### config.mk
export PLATFORM = sky130hd
export DESIGN_NAME = div_unit
export DESIGN_NICKNAME = d
export VERILOG_FILES = /design/src/rtl/div_unit.sv
export SDC_FILE = /design/constraint.sdc
export NUM_CORES = 1
export LEC_CHECK = 0
export CORE_MARGIN = 2
export CORE_UTILIZATION = 30
export CTS_CLUSTER_SIZE = 25
export DETAILED_ROUTE_END_ITERATION = 6
export HOLD_SLACK_MARGIN = 0.03
export PLACE_DENSITY = 0.56
export SYNTH_ARGS = -nofsm -noshare
export SYNTH_HDL_FRONTEND = slang
export SYNTH_SLANG_ARGS = --single-unit
### constraint.sdc
create_clock -name clk -period 13.5 [get_ports clk]
set_input_delay 2.7 -clock clk [delete_from_list [all_inputs] [get_ports clk]]
set_output_delay 2.7 -clock clk [all_outputs]
set_load 0.02 [all_outputs]
### src/rtl/div_unit.sv
// Multi-cycle radix-2 restoring divider for MIPS DIV/DIVU in the EX stage.
// Produces one quotient bit per cycle and holds the pipeline with stall_req while busy.
// result = {remainder (HI), quotient (LO)}.
//
// state | meaning
// IDLE  | waiting for start; operands are latched on leaving this state
// ZERO  | divisor was zero; one cycle to form the fixed divide-by-zero result
// ON    | iterating, one quotient bit per cycle for WIDTH cycles
// END   | result registered, ready pulses for this single cycle
module div_unit #(
    parameter int WIDTH = 32
) (
    input  logic                 clk,
    input  logic                 resetn,
    input  logic                 start,
    input  logic                 signed_div,
    input  logic                 annul,
    input  logic [WIDTH-1:0]     opdata1,
    input  logic [WIDTH-1:0]     opdata2,
    output logic                 stall_req,
    output logic                 ready,
    output logic [2*WIDTH-1:0]   result
);

    localparam int CW = $clog2(WIDTH) + 1;
    localparam logic [WIDTH-1:0] ONE = WIDTH'(1);

    typedef enum logic [1:0] {IDLE, ZERO, ON, END} state_e;

    state_e               state_q, state_d;
    // dvd_q shifts dividend bits out of the top while quotient bits enter at the bottom
    logic [WIDTH-1:0]     dvd_q, dvd_d;
    logic [WIDTH-1:0]     dvs_q, dvs_d;
    logic [WIDTH-1:0]     rem_q, rem_d;
    logic                 qsign_q, qsign_d;
    logic                 rsign_q, rsign_d;
    logic [CW-1:0]        cnt_q, cnt_d;
    logic [2*WIDTH-1:0]   result_q, result_d;

    // Partial remainder after the shift is WIDTH+1 bits so the trial difference keeps its sign
    logic [WIDTH:0]       shifted;
    logic [WIDTH:0]       diff;
    logic                 qbit;
    logic [WIDTH-1:0]     abs_a, abs_b;

    // Next-state, datapath iteration and result formation
    always_comb begin
        state_d  = state_q;
        dvd_d    = dvd_q;
        dvs_d    = dvs_q;
        rem_d    = rem_q;
        qsign_d  = qsign_q;
        rsign_d  = rsign_q;
        cnt_d    = cnt_q;
        result_d = result_q;

        abs_a   = (signed_div && opdata1[WIDTH-1]) ? (~opdata1 + ONE) : opdata1;
        abs_b   = (signed_div && opdata2[WIDTH-1]) ? (~opdata2 + ONE) : opdata2;
        shifted = {rem_q, dvd_q[WIDTH-1]};
        diff    = shifted - {1'b0, dvs_q};
        qbit    = ~diff[WIDTH];

        case (state_q)
            IDLE: begin
                if (start) begin
                    if (opdata2 == '0) begin
                        state_d = ZERO;
                        dvd_d   = opdata1;
                    end else begin
                        state_d = ON;
                        dvd_d   = abs_a;
                        dvs_d   = abs_b;
                        qsign_d = signed_div & (opdata1[WIDTH-1] ^ opdata2[WIDTH-1]);
                        rsign_d = signed_div & opdata1[WIDTH-1];
                        cnt_d   = '0;
                        rem_d   = '0;
                    end
                end
            end
            ZERO: begin
                state_d  = END;
                result_d = {dvd_q, {WIDTH{1'b1}}};
            end
            ON: begin
                rem_d = qbit ? diff[WIDTH-1:0] : shifted[WIDTH-1:0];
                dvd_d = {dvd_q[WIDTH-2:0], qbit};
                cnt_d = cnt_q + CW'(1);
                if (cnt_q == CW'(WIDTH - 1)) begin
                    state_d  = END;
                    result_d = {rsign_q ? (~rem_d + ONE) : rem_d,
                                qsign_q ? (~dvd_d + ONE) : dvd_d};
                end
            end
            END: begin
                state_d = IDLE;
            end
            default: begin
                state_d = IDLE;
            end
        endcase

        // Flush wins over everything and leaves the last result untouched
        if (annul) begin
            state_d  = IDLE;
            result_d = result_q;
        end
    end

    // State and datapath registers
    always_ff @(posedge clk or negedge resetn) begin
        if (!resetn) begin
            state_q  <= IDLE;
            dvd_q    <= '0;
            dvs_q    <= '0;
            rem_q    <= '0;
            qsign_q  <= 1'b0;
            rsign_q  <= 1'b0;
            cnt_q    <= '0;
            result_q <= '0;
        end else begin
            state_q  <= state_d;
            dvd_q    <= dvd_d;
            dvs_q    <= dvs_d;
            rem_q    <= rem_d;
            qsign_q  <= qsign_d;
            rsign_q  <= rsign_d;
            cnt_q    <= cnt_d;
            result_q <= result_d;
        end
    end

    assign ready     = (state_q == END) && !annul;
    assign stall_req = start & ~ready & ~annul;
    assign result    = result_q;

endmodule

==> results by group <==
Power and ir drop
  – Power density over cell area: 197 nW/um^2
  – Lkg Pwr: 6.16 nW
  – Total power: 2.96 mW
  – Worst vdd ir: 93.0 uV

Clocking
  – Root Buffer Master: clkbuf_16
  – Clock slew at reported path FFs: 0.07 ns
  – Post_cts resized: 0
  – CTS Buf Count: 17
  – Post-CTS setup buffers: 0
  – TritonCTS clock tree: yes
  – H-tree depth: 4
  – Hold_buf cts: 0
  – Clock Tree Buf Depth: 2
  – Worst-Skew Late Latency: 0.45 ns
  – Clock sink count: 170

Die
  – I/O pin cnt: 135
  – Core area: 41,900 um^2
  – Site Rows: 75
  – Die ar.: 44,200 um^2
  – Die Wd: 210 um
  – Initial core utilization: 0.304
  – Die Y: 210 um

Run
  – Max Cap Viol: 0

Timing
  – Hold Vio Cnt, Final: 0
  – Worst-Margin Slew: 1.19 ns
  – Endpoints failing setup: 0
  – Slew Viols, Final: 0
  – FMAX: 145 MHz
  – Setup Total Neg Slack: 0 ns
  – Slew headroom: 0.204
  – Setup ws final: 6.59 ns
  – Period utilisation layout: 0.512
  – Hold WS: 0.483 ns
  – RSZ-0062 raised after global routing: no
  – Post-layout min period: 6.91 ns
  – Setup Skew: 0.0195 ns

Detailed routing
  – Drt drc: 0
  – Antenna Nets Post-Route: 0
  – Via count of the routed design: 11,700
  – DR pass1 iterations: 5
  – Wire length per cell: 17.6 um
  – Via density per instance: 5.30
  – Iteration-0 DRC count of the detailed router: 905
  – Wirelength, routed: 38.9 mm

Yosys
  – Syn avg cell area: 8.00 um^2
  – Synthesis Warnings: 0
  – Ys async rst share: 1.00
  – Synth top area cells: dfrtp_1 (33%), a21oi_1 (7.4%), nand2_1 (5.5%), xor2_1 (5.4%), o21ai_0 (5.3%)
  – Post-synth EDFFs: 0
  – Seq/Total Area, Yosys: 0.334
  – Mapped Cells: 1,595
  – Cell taking the most area after synthesis: dfrtp_1
  – Mapped cell area: 12,800 um^2
  – Seq cells post-synth: 170
  – Post-synth net total: 1,706
  – Main synth FF type: dfrtp_1
  – Area fraction of the dominant cell type after synthesis: 0.334
  – Post-synth cell types: 90

Cells and area
  – Cell Count, Final, Fillers Out: 2,210
  – Share of layout cells above drive strength 1: 0.0598
  – Fill count: 4,372
  – Inserted Diodes: 0
  – Util after Layout: 0.358
  – Fin nets: 1,769
  – Area grow syn2layout: 17.9%
  – Final Cell Area: 15,000 um^2

Placed design
  – Place WS: 6.21 ns
  – I/O Buffers: 134
  – Placed inst area: 14,400 um^2
  – Post-DP HPWL: 28.9 mm
  – RD Place Congestion: 0.862
  – Post-placement cell count: 2,178

Critical path
  – Cell family with most CP delay: simple AND/OR/NAND/NOR gates
  – Arr. time, crit path: 7.21 ns
  – Worst EP required: 13.80 ns
  – Slowest stage delay, CP: 0.64 ns
  – Crit path kind: in2reg
  – CP Cell Sequence: clkdlybuf4s50_1 -> inv_1 -> ha_1 -> nor4b_1 -> nand2_1 -> nor4b_2 -> nand3_1 -> or3_1 -> and3_2 -> nor2_4 -> buf_4 -> o21ai_0
  – Critical Path Sink Type: flop
  – Startpoint types: input port
  – CP bufs+invs: 3
  – Worst-path maximum fanout: 61
  – CP max-delay cell: nor4b_1

Hold path
  – Hold crit path type: reg2reg

Global routing
  – Number of global-route vias before repair: 11,000
  – Antenna violations before repair: 0
  – Pin count of the biggest net entering global routing: 92
  – First-pass GRT wire length: 62.5 mm
  – Total GRT Usage: 0.177
  – Grt total ovfl: 0

Status
  – Status: completed
==> synthesized netlist by cell type (6+ instances only) <==
cell and number:
o31ai_1 50, nor3_1 19, o41ai_1 11, buf_1 6, a31oi_1 16, o211ai_1 6
inv_1 54, nand3b_1 6, nand3_1 18, or2_2 6, a21o_1 21, nand4_1 7
and2_1 11, nand2b_1 13, o21a_1 7, and3_1 16, or3_1 23, dfrtp_1 170
mux2i_1 29, o21ai_0 134, clkbuf_1 65, nor4_1 10, xor2_1 78, or4_1 15
o22ai_1 22, a21oi_1 189, o21ai_1 12, nand2_1 188, nor2b_1 9, nor2_1 162
ha_1 41, xnor2_1 57, buf_2 18
==> layout by cell type, fill, tap and decap left out, types with 16 or more instances in the layout <==
master	instances
clkdlybuf4s50_1	133
nor2_1	161
xor2_1	78
o31ai_1	50
xnor2_1	57
a21oi_1	188
mux2i_1	29
o22ai_1	22
a21o_1	21
nand3_1	18
or3_1	23
dfrtp_1	170
ha_1	40
o21ai_0	134
a31oi_1	16
inv_1	54
clkbuf_16	17
nor3_1	19
nand2_1	188
==> routing by layer <==
layer,vias up,wire [um],global-route usage
met5,-,0,0
met4,0,345,0.0328
met3,23,2000,0.0294
met2,290,17100,0.271
met1,5577,19400,0.264
li1,5825,-,-
==> area by class of cell <==
type                            instances  area [um^2]  share of cell area
Sequential cell                       170         4250               0.283
Inverter                               55          211              0.0141
Clock inverter                         15          198              0.0132
Clock buffer                           17          425              0.0283
Timing Repair Buffer                  147         1440              0.0958
Tap cell                              539          674              0.0449
Multi-Input combinational cell       1267         7830               0.521
==> power by group <==
part / switching, mW / leakage, nW / internal, mW
clock: 0.256 / 0.303 / 0.269
sequential: 0.192 / 2.12 / 0.689
combinational: 0.943 / 3.74 / 0.608
total: 1.39 / 6.16 / 1.57
==> kinds of logic after synthesis <==
group / share of synthesized area
DFF: 0.334
buffers and inverters: 0.0558
xor gates and xnor gates: 0.0927
muxes: 0.0266
adders and majority gates: 0.0418
and+or+nand+nor: 0.198
AOI/OAI and AO/OA: 0.252
==> worst paths after layout <==
check                            from         end  slack (ns)  cells after the start
min in group asynchronous      resetn  result[29]        2.28                      1
hold / removal              dvs_q[27]   dvs_q[27]        0.48                      2
max in group asynchronous      resetn    rem_q[8]       10.00                      2
setup / recovery           opdata2[1]   rem_q[19]        6.59                     12
hold reg to reg             dvs_q[27]   dvs_q[27]        0.48                      2
setup reg to reg            dvd_q[31]  result[60]        6.62                     22
==> worst min-delay path: stages, from the launching register on <==
cell	delay, ns
dfrtp_1	0.34
nand2_1	0.05
o21ai_0	0.06
==> registers in the layout, indices dropped and copies added, names as in the netlist <==
register and flops:
result 64, dvd_q 32, dvs_q 32, rem_q 32, cnt_q 6, state_q 2
qsign_q 1, rsign_q 1
Power figures use the tool's default switching activity.
